[config.mk]
export PLATFORM = sky130hd
export DESIGN_NAME = life_grid_scanner_flat
export DESIGN_NICKNAME = d
export VERILOG_FILES = /design/src/rtl/life_grid_scanner_if.sv /design/src/rtl/life_grid_scanner.sv /design/src/flat_wrapper.sv
export SDC_FILE = /design/constraint.sdc
export NUM_CORES = 1
export LEC_CHECK = 0
export CORE_MARGIN = 5
export CORE_UTILIZATION = 30
export DETAILED_ROUTE_END_ITERATION = 10
export PLACE_DENSITY = 0.66
export SYNTH_ARGS = -nofsm -noshare
export SYNTH_HDL_FRONTEND = slang
export SYNTH_SLANG_ARGS = --single-unit
[constraint.sdc]
create_clock -name clk -period 2 [get_ports clk]
set_input_delay 0.2 -clock clk [delete_from_list [all_inputs] [get_ports clk]]
set_output_delay 0.2 -clock clk [all_outputs]
set_load 0.005 [all_outputs]
[src/rtl/life_grid_scanner_if.sv]
// Bundle of the scanner's control, cell-RAM and pixel-plot signals.
// master: the scanner itself. slave: the environment (keys, RAM, plotter).
interface life_grid_scanner_if #(
  parameter int COLS       = 40,
  parameter int ROW_AW     = 5,
  parameter int COL_AW     = 6,
  parameter int CELL_SHIFT = 2,
  parameter int COLOR_W    = 3
);
  // Control from the user keys / generation engine
  logic                         go;
  logic                         preset_load;
  logic [2:0]                   preset_sel;
  logic                         busy;

  // Cell RAM port (synchronous read, one cycle latency)
  logic [ROW_AW-1:0]            mem_addr;
  logic [COLS-1:0]              mem_wdata;
  logic                         mem_we;
  logic [COLS-1:0]              mem_rdata;

  // Pixel plot handshake towards the VGA adapter
  logic [COL_AW+CELL_SHIFT-1:0] x;
  logic [ROW_AW+CELL_SHIFT-1:0] y;
  logic [COLOR_W-1:0]           colour;
  logic                         plot;
  logic                         plot_ready;
  logic                         frame_done;

  modport master (
    input  go, preset_load, preset_sel, mem_rdata, plot_ready,
    output busy, mem_addr, mem_wdata, mem_we, x, y, colour, plot, frame_done
  );

  modport slave (
    output go, preset_load, preset_sel, mem_rdata, plot_ready,
    input  busy, mem_addr, mem_wdata, mem_we, x, y, colour, plot, frame_done
  );
endinterface

[src/rtl/life_grid_scanner.sv]
// Life grid scanner: writes a preset pattern into the ROWS x COLS cell RAM and
// scans the RAM out as 2^CELL_SHIFT square pixel blocks over a ready handshake.
// Column 0 of a row lives in bit COLS-1 of the RAM word.
module life_grid_scanner #(
  parameter int                 COLS         = 40,
  parameter int                 ROWS         = 30,
  parameter int                 ROW_AW       = 5,
  parameter int                 COL_AW       = 6,
  parameter int                 CELL_SHIFT   = 2,
  parameter int                 COLOR_W      = 3,
  parameter logic [COLOR_W-1:0] ALIVE_COLOR  = 3'b111,
  parameter logic [COLOR_W-1:0] DEAD_COLOR   = 3'b000,
  parameter bit                 AUTO_REFRESH = 1'b1
) (
  input  logic                clk,
  input  logic                reset,
  life_grid_scanner_if.master bus
);

  // Pattern anchors: centre column / centre row offsets used by the presets
  localparam int CC = (COLS - 5) / 2;
  localparam int RC = ROWS / 2 - 2;

  // Counter limits; every counter wraps by comparing against these
  localparam logic [CELL_SHIFT-1:0] PIX_MAX = '1;
  localparam logic [COL_AW-1:0]     COL_MAX = COL_AW'(COLS - 1);
  localparam logic [ROW_AW-1:0]     ROW_MAX = ROW_AW'(ROWS - 1);

  typedef enum logic [2:0] {
    S_IDLE,
    S_LOAD,
    S_RD_REQ,
    S_RD_WAIT,
    S_PLOT,
    S_DONE
  } state_t;

  state_t                 state;
  logic [ROW_AW-1:0]      row;
  logic [COL_AW-1:0]      col;
  logic [CELL_SHIFT-1:0]  px;
  logic [CELL_SHIFT-1:0]  py;
  logic [2:0]             sel_q;
  logic [COLS-1:0]        row_q;

  logic                   busy_r;
  logic [ROW_AW-1:0]      mem_addr_r;
  logic [COLS-1:0]        mem_wdata_r;
  logic                   mem_we_r;
  logic                   plot_r;
  logic [COLOR_W-1:0]     colour_r;
  logic                   frame_done_r;

  // Place a w-bit pattern (MSB first) so its first bit lands on column c0
  function automatic logic [COLS-1:0] place(input logic [7:0] pat, input int w, input int c0);
    return COLS'(pat) << (COLS - c0 - w);
  endfunction

  // RAM word for row r of preset sel; unknown selections clear the grid
  function automatic logic [COLS-1:0] preset_row(input logic [2:0] sel, input int r);
    logic [COLS-1:0] v;
    v = '0;
    case (sel)
      3'd1: begin
        if (r == 0)      v = place(8'b100, 3, 0);
        else if (r == 1) v = place(8'b011, 3, 0);
        else if (r == 2) v = place(8'b110, 3, 0);
      end
      3'd2: begin
        if (r == RC || r == RC + 4)  v = place(8'b10101, 5, CC);
        else if (r > RC && r < RC + 4) v = place(8'b10001, 5, CC);
      end
      3'd3: begin
        if (r == RC || r == RC + 1)          v = place(8'b11011, 5, CC);
        else if (r == RC + 2)                v = place(8'b01010, 5, CC);
        else if (r == RC + 3 || r == RC + 4) v = place(8'b1010101, 7, CC - 1);
        else if (r == RC + 5)                v = place(8'b1100011, 7, CC - 1);
      end
      3'd4: begin
        if (r == RC)          v = place(8'b001111, 6, 0);
        else if (r == RC + 1) v = place(8'b010001, 6, 0);
        else if (r == RC + 2) v = place(8'b000001, 6, 0);
        else if (r == RC + 3) v = place(8'b010010, 6, 0);
      end
      default: v = '0;
    endcase
    return v;
  endfunction

  // Colour of column c within a row word (column 0 is the MSB)
  function automatic logic [COLOR_W-1:0] cell_colour(input logic [COLS-1:0] word,
                                                      input logic [COL_AW-1:0] c);
    logic [COLS-1:0] sh;
    sh = word << c;
    return sh[COLS-1] ? ALIVE_COLOR : DEAD_COLOR;
  endfunction

  // Row buffer: captures the RAM word as the read completes; pure data, no reset
  always_ff @(posedge clk) begin
    if (state == S_RD_WAIT) row_q <= bus.mem_rdata;
  end

  // Main controller: state, scan counters and all registered outputs
  always_ff @(posedge clk) begin
    if (reset) begin
      state        <= S_IDLE;
      row          <= '0;
      col          <= '0;
      px           <= '0;
      py           <= '0;
      sel_q        <= '0;
      busy_r       <= 1'b0;
      mem_addr_r   <= '0;
      mem_wdata_r  <= '0;
      mem_we_r     <= 1'b0;
      plot_r       <= 1'b0;
      colour_r     <= '0;
      frame_done_r <= 1'b0;
    end else begin
      frame_done_r <= 1'b0;
      case (state)
        S_IDLE: begin
          // Preset load has priority; a simultaneous go is dropped
          if (bus.preset_load) begin
            state       <= S_LOAD;
            sel_q       <= bus.preset_sel;
            row         <= '0;
            busy_r      <= 1'b1;
            mem_we_r    <= 1'b1;
            mem_addr_r  <= '0;
            mem_wdata_r <= preset_row(bus.preset_sel, 0);
          end else if (bus.go) begin
            state      <= S_RD_REQ;
            row        <= '0;
            col        <= '0;
            px         <= '0;
            py         <= '0;
            busy_r     <= 1'b1;
            mem_addr_r <= '0;
          end
        end

        S_LOAD: begin
          if (row == ROW_MAX) begin
            row         <= '0;
            mem_we_r    <= 1'b0;
            mem_addr_r  <= '0;
            mem_wdata_r <= '0;
            col         <= '0;
            px          <= '0;
            py          <= '0;
            if (AUTO_REFRESH) begin
              state <= S_RD_REQ;
            end else begin
              state  <= S_IDLE;
              busy_r <= 1'b0;
            end
          end else begin
            row         <= row + ROW_AW'(1);
            mem_addr_r  <= row + ROW_AW'(1);
            mem_wdata_r <= preset_row(sel_q, int'(row) + 1);
          end
        end

        S_RD_REQ: begin
          state <= S_RD_WAIT;
        end

        S_RD_WAIT: begin
          // Read data arrives now; first pixel of the row is presented next cycle
          state    <= S_PLOT;
          plot_r   <= 1'b1;
          colour_r <= cell_colour(bus.mem_rdata, '0);
        end

        S_PLOT: begin
          if (bus.plot_ready) begin
            if (px != PIX_MAX) begin
              px <= px + CELL_SHIFT'(1);
            end else begin
              px <= '0;
              if (py != PIX_MAX) begin
                py <= py + CELL_SHIFT'(1);
              end else begin
                py <= '0;
                if (col != COL_MAX) begin
                  col      <= col + COL_AW'(1);
                  colour_r <= cell_colour(row_q, col + COL_AW'(1));
                end else begin
                  col    <= '0;
                  plot_r <= 1'b0;
                  if (row != ROW_MAX) begin
                    row        <= row + ROW_AW'(1);
                    mem_addr_r <= row + ROW_AW'(1);
                    state      <= S_RD_REQ;
                  end else begin
                    row          <= '0;
                    mem_addr_r   <= '0;
                    frame_done_r <= 1'b1;
                    state        <= S_DONE;
                  end
                end
              end
            end
          end
        end

        S_DONE: begin
          state  <= S_IDLE;
          busy_r <= 1'b0;
        end

        default: begin
          state    <= S_IDLE;
          busy_r   <= 1'b0;
          mem_we_r <= 1'b0;
          plot_r   <= 1'b0;
        end
      endcase
    end
  end

  assign bus.busy       = busy_r;
  assign bus.mem_addr   = mem_addr_r;
  assign bus.mem_wdata  = mem_wdata_r;
  assign bus.mem_we     = mem_we_r;
  assign bus.x          = {col, px};
  assign bus.y          = {row, py};
  assign bus.colour     = colour_r;
  assign bus.plot       = plot_r;
  assign bus.frame_done = frame_done_r;

endmodule
[src/flat_wrapper.sv]
// flat-port wrapper written by rule: the top's interface ports become plain ports
module life_grid_scanner_flat 
#(
  parameter int                 COLS         = 40,
  parameter int                 ROWS         = 30,
  parameter int                 ROW_AW       = 5,
  parameter int                 COL_AW       = 6,
  parameter int                 CELL_SHIFT   = 2,
  parameter int                 COLOR_W      = 3,
  parameter logic [COLOR_W-1:0] ALIVE_COLOR  = 3'b111,
  parameter logic [COLOR_W-1:0] DEAD_COLOR   = 3'b000,
  parameter bit                 AUTO_REFRESH = 1'b1
)
  (clk, reset, bus_go, bus_preset_load, bus_preset_sel, bus_mem_rdata, bus_plot_ready, bus_busy, bus_mem_addr, bus_mem_wdata, bus_mem_we, bus_x, bus_y, bus_colour, bus_plot, bus_frame_done);
  life_grid_scanner_if #(.COLS(COLS), .ROW_AW(ROW_AW), .COL_AW(COL_AW), .CELL_SHIFT(CELL_SHIFT), .COLOR_W(COLOR_W)) bus_i ();
  input  logic clk;
  input  logic reset;
  input wire logic [$bits(bus_i.go)-1:0] bus_go;
  input wire logic [$bits(bus_i.preset_load)-1:0] bus_preset_load;
  input wire logic [$bits(bus_i.preset_sel)-1:0] bus_preset_sel;
  input wire logic [$bits(bus_i.mem_rdata)-1:0] bus_mem_rdata;
  input wire logic [$bits(bus_i.plot_ready)-1:0] bus_plot_ready;
  output wire logic [$bits(bus_i.busy)-1:0] bus_busy;
  output wire logic [$bits(bus_i.mem_addr)-1:0] bus_mem_addr;
  output wire logic [$bits(bus_i.mem_wdata)-1:0] bus_mem_wdata;
  output wire logic [$bits(bus_i.mem_we)-1:0] bus_mem_we;
  output wire logic [$bits(bus_i.x)-1:0] bus_x;
  output wire logic [$bits(bus_i.y)-1:0] bus_y;
  output wire logic [$bits(bus_i.colour)-1:0] bus_colour;
  output wire logic [$bits(bus_i.plot)-1:0] bus_plot;
  output wire logic [$bits(bus_i.frame_done)-1:0] bus_frame_done;
  assign bus_i.go = bus_go;
  assign bus_i.preset_load = bus_preset_load;
  assign bus_i.preset_sel = bus_preset_sel;
  assign bus_i.mem_rdata = bus_mem_rdata;
  assign bus_i.plot_ready = bus_plot_ready;
  assign bus_busy = bus_i.busy;
  assign bus_mem_addr = bus_i.mem_addr;
  assign bus_mem_wdata = bus_i.mem_wdata;
  assign bus_mem_we = bus_i.mem_we;
  assign bus_x = bus_i.x;
  assign bus_y = bus_i.y;
  assign bus_colour = bus_i.colour;
  assign bus_plot = bus_i.plot;
  assign bus_frame_done = bus_i.frame_done;
  life_grid_scanner #(.COLS(COLS), .ROWS(ROWS), .ROW_AW(ROW_AW), .COL_AW(COL_AW), .CELL_SHIFT(CELL_SHIFT), .COLOR_W(COLOR_W), .ALIVE_COLOR(ALIVE_COLOR), .DEAD_COLOR(DEAD_COLOR), .AUTO_REFRESH(AUTO_REFRESH)) u_core (.clk(clk), .reset(reset), .bus(bus_i));
endmodule
==> results.json <==
{
  "setup.worst_path.end_class": "flop",
  "synthesis.area_per_instance_sq_um": 10.5,
  "timing.slew.headroom_pct": 65.5,
  "overflow": 0,
  "cp_slowest_cell": "or4b_1",
  "holdPathEnd": "u_core.row_q[29]",
  "post-route-period-util_pct": 95.6,
  "wl_per_cell_um": 14.3,
  "final.setup_skew_ps": 6.82,
  "placed_wire_length_estimate_mm": 7.59,
  "postSynthCellCount": 382,
  "max_cap_violations": 0,
  "syn2layout_area_growth_pct": 41.2,
  "finish.instance_area_sq_mm": 0.00566,
  "min_delay_path_depth": 1,
  "worst_hold_startpoint": "bus_mem_rdata[29]",
  "cp.required_ps": 2280,
  "first_pass_detailed_route_iteration_total": 4,
  "worst_slack_ps": 88.5,
  "reg2reg_to": "u_core.bus.mem_addr[3]",
  "layout.area.seq_sq_mm": 0.00193,
  "timing.hold.worst.class": "in -> reg",
  "final_nets": 562,
  "post_drt_via_cell_ratio": 4.79,
  "report.final.slew_viol_count": 0,
  "final_layout_size_suffix_gt1_share_pct": 22.2,
  "synth.area.mux_share_pct": 8.15,
  "r2r_slack_ps": 90,
  "ys_warn_count": 0,
  "multi_input_comb_area_sq_mm": 0.00184,
  "combined_area_of_all_synthesized_cells_sq_mm": 0.00401,
  "placement.cell_area_sq_mm": 0.00529,
  "fin_util_pct": 42.9,
  "synth_ff_type": "edfxtp_1",
  "place.gp.congestion": 0.829,
  "start_util_pct": 30.4,
  "port_buffers": 87,
  "worst_slew_pin_slew_ps": 516,
  "yosys_register_bits": 76,
  "p_leak_nw": 2.04,
  "cts_htree_levels": 3,
  "worst_skew_pair.late_latency_ps": 340,
  "crit_path_max_incr_delay_ps": 490,
  "powerDensity_mw_per_mm2": 709,
  "floorplan.io_pins": 115,
  "worst_r2r_path_depth": 7,
  "synth.largest_area_cell": "edfxtp_1",
  "synthAdderAreaFrac_pct": 2.81,
  "synth_largest_type_area_fraction_pct": 30.0,
  "num_antenna_cells": 0,
  "route.final.wire_length_mm": 9.81,
  "synth_compound_gate_area_share_pct": 12.6,
  "dr_total_vias": 3287,
  "fin_hold_ws_ps": 409,
  "synth_simple_gate_area_share_pct": 16.7,
  "coreArea_sq_mm": 0.0132,
  "postRouteAntennaNets": 0,
  "cts_buffer_depth": 2,
  "fin_crit_ps": 1910,
  "synth.lib_cells_used.distinct": 67,
  "fp.dieH_um": 126,
  "cp_max_fanout": 4,
  "grt_first_pass_wirelength_mm": 16.1,
  "grt_use_total_pct": 12.5,
  "report.final.setup_viol": 0,
  "timing_worst_setup_path_type": "reg -> reg",
  "num_rows": 42,
  "clkTransAtPathRegs_ps": 60,
  "grt_setup_unrepaired": "false",
  "synth_area_leaders": "edfxtp_1 (30%), dfxtp_1 (18%), buf_4 (7.5%), mux4_2 (5.1%), nor2_1 (3.5%)",
  "max_freq_mhz": 523,
  "timing.critical_path.from_type": "flop",
  "initial_antenna_violation_count": 0,
  "crit_chain": "ha_2 -> and3_4 -> nand4_4 -> a2bb2oi_2 -> or2_1 -> or4b_1 -> a21oi_2",
  "grt_pass1_vias": 3356,
  "fp.dieW_um": 126,
  "grt_max_degree": 29,
  "number_of_buffers_added_by_the_clock_tree_synthesis_step": 9,
  "synth_sequential_area_ratio_pct": 48.0,
  "filler_cell_count": 1245,
  "run_status": "finished clean",
  "synth_async_sr_flop_share_pct": 0,
  "vdd.ir_drop.worst_mv": 0.415,
  "synth_edf_count": 40,
  "final-hold-violation-count": 0,
  "cts_root_buffer": "clkbuf_16",
  "number_of_sinks_on_the_clock_net": 76,
  "drt_first_iter_violations": 187,
  "tritoncts": "yes",
  "synth_top_family_by_area": "simple AND/OR/NAND/NOR gates",
  "post_synth_xor_area_fraction_pct": 1.72,
  "critical_path_arrival_ps": 2190,
  "area_of_the_die_sq_mm": 0.0158,
  "worst_r2r_startpoint": "u_core.px[0]",
  "detailedPlace.worstSlack_ps": -149,
  "remaining_drc_errors": 0
}
[layout by cell type, fill, tap and decap left out, types with 5 or more instances in the layout]
master | synthesis | final
clkbuf_16 | 0 | 9
nor3_1 | 12 | 11
mux2i_1 | 9 | 9
nor2_1 | 37 | 36
o21ai_0 | 21 | 20
conb_1 | 1 | 27
dfxtp_2 | 0 | 8
mux4_2 | 9 | 9
clkdlybuf4s50_1 | 0 | 87
nand2_1 | 19 | 19
nand3b_1 | 5 | 5
ha_1 | 9 | 5
nand2b_1 | 6 | 6
nand3_1 | 12 | 12
inv_1 | 10 | 9
a21oi_1 | 27 | 26
buf_4 | 40 | 48
edfxtp_1 | 40 | 40
dfxtp_1 | 36 | 28
[power breakdown]
| group | switching (mW) | internal, mW |
|---|---|---|
| sequential | 0.0513 | 1.71 |
| clock | 0.662 | 0.971 |
| combinational | 0.297 | 0.321 |
| total | 1.01 | 3.00 |
[cells by family (layout without fill, tap and decap cells)]
family,after synthesis,in the layout
buffers and inverters,65,167
and+or+nand+nor,123,123
xor gates and xnor gates,7,7
other,1,27
AOI/OAI and AO/OA,80,80
adders and majority gates,9,9
muxes,21,21
DFF,76,76
[cells in the mapped netlist (2+ instances only)]
library cell / instances
buf_4: 40
edfxtp_1: 40
nor2_1: 37
dfxtp_1: 36
a21oi_1: 27
o21ai_0: 21
nand2_1: 19
nand3_1: 12
nor3_1: 12
inv_1: 10
ha_1: 9
mux2i_1: 9
mux4_2: 9
clkbuf_1: 7
nand2b_1: 6
buf_2: 5
nand3b_1: 5
nor2b_1: 4
xor2_1: 4
a221oi_1: 3
a31oi_1: 3
and3_1: 3
mux2_2: 3
nor4_1: 3
o22ai_1: 3
or3b_2: 3
a211oi_1: 2
a21o_1: 2
a32oi_1: 2
and2_1: 2
buf_1: 2
nand4_1: 2
o211ai_1: 2
xnor2_1: 2
[state kept, by name, summed over array words and instances (netlist names)]
register,cells
u_core.bus.mem_wdata,10
u_core.bus.frame_done,1
u_core.bus.mem_we,1
u_core.row_q,40
u_core.bus.colour,1
u_core.bus.mem_addr,5
u_core.state,3
u_core.col,6
u_core.bus.plot,1
u_core.sel_q,3
u_core.bus.busy,1
u_core.py,2
u_core.px,2
[layout make-up]
| cell class | count | area share [%] |
|---|---|---|
| Inverter | 11 | 0.796 |
| Multi-Input combinational cell | 267 | 32.4 |
| Clock inverter | 7 | 1.35 |
| Timing Repair Buffer | 140 | 23.4 |
| Sequential cell | 76 | 34.2 |
| Tap cell | 176 | 3.89 |
| Clock buffer | 9 | 3.98 |
[metal layers]
layer  vias up  global-route usage (%)  routed length (um)
li1       1580                       -                   -
met1      1549                    15.4                4270
met2       139                    20.1                4440
met3        19                    3.80                 844
met4         0                    5.99                 252
met5         -                       0                   0
[what timing repair did]
action                                 CTS  global route
setup endpoints to repair                6            10
endpoints found under the hold margin    0             0
pin swaps                                0             3
setup buffers                            0             1
hold buffers                             0             0
gates resized for setup                  2            13
cloned                                   0             0
[how the worst max path moves through the flow]
| stage | start | to | slack (ps) | cells past startpoint |
|---|---|---|---|---|
| 6_report | u_core.px[0] | u_core.bus.mem_addr[3] | 90 | 7 |
| 5_1_grt | u_core.bus.mem_addr[1] | u_core.col[2] | 7 | 8 |
| 4_1_cts | u_core.col[1] | u_core.bus.mem_addr[3] | 20 | 7 |
| 3_5_place_dp | bus_plot_ready | u_core.bus.mem_addr[3] | -150 | 7 |
| 3_3_place_gp | bus_plot_ready | u_core.bus.mem_addr[3] | -120 | 7 |
| 2_1_floorplan | u_core.col[0] | u_core.bus.colour[1] | 0.9 | 8 |
[metrics by stage]
stage               total power, mW  instances  TNS [ps]
floorplan                      2.15        408         0
finish                         4.01        686         0
CTS                            4.07        685         0
detailed placement             2.40        669      -446
global placement               2.39        669      -181
global route                   4.19        686         0
[worst max-delay path: cells and delay by family, from the launching register on]
kind | cells | cell delay [ps]
AO/OA/AOI/OAI | 2 | 300
AND/OR/NAND/NOR | 4 | 1010
flip-flops | 1 | 350
adder cells (fa/ha/maj) | 1 | 180
(Power assumes the default switching activity.)
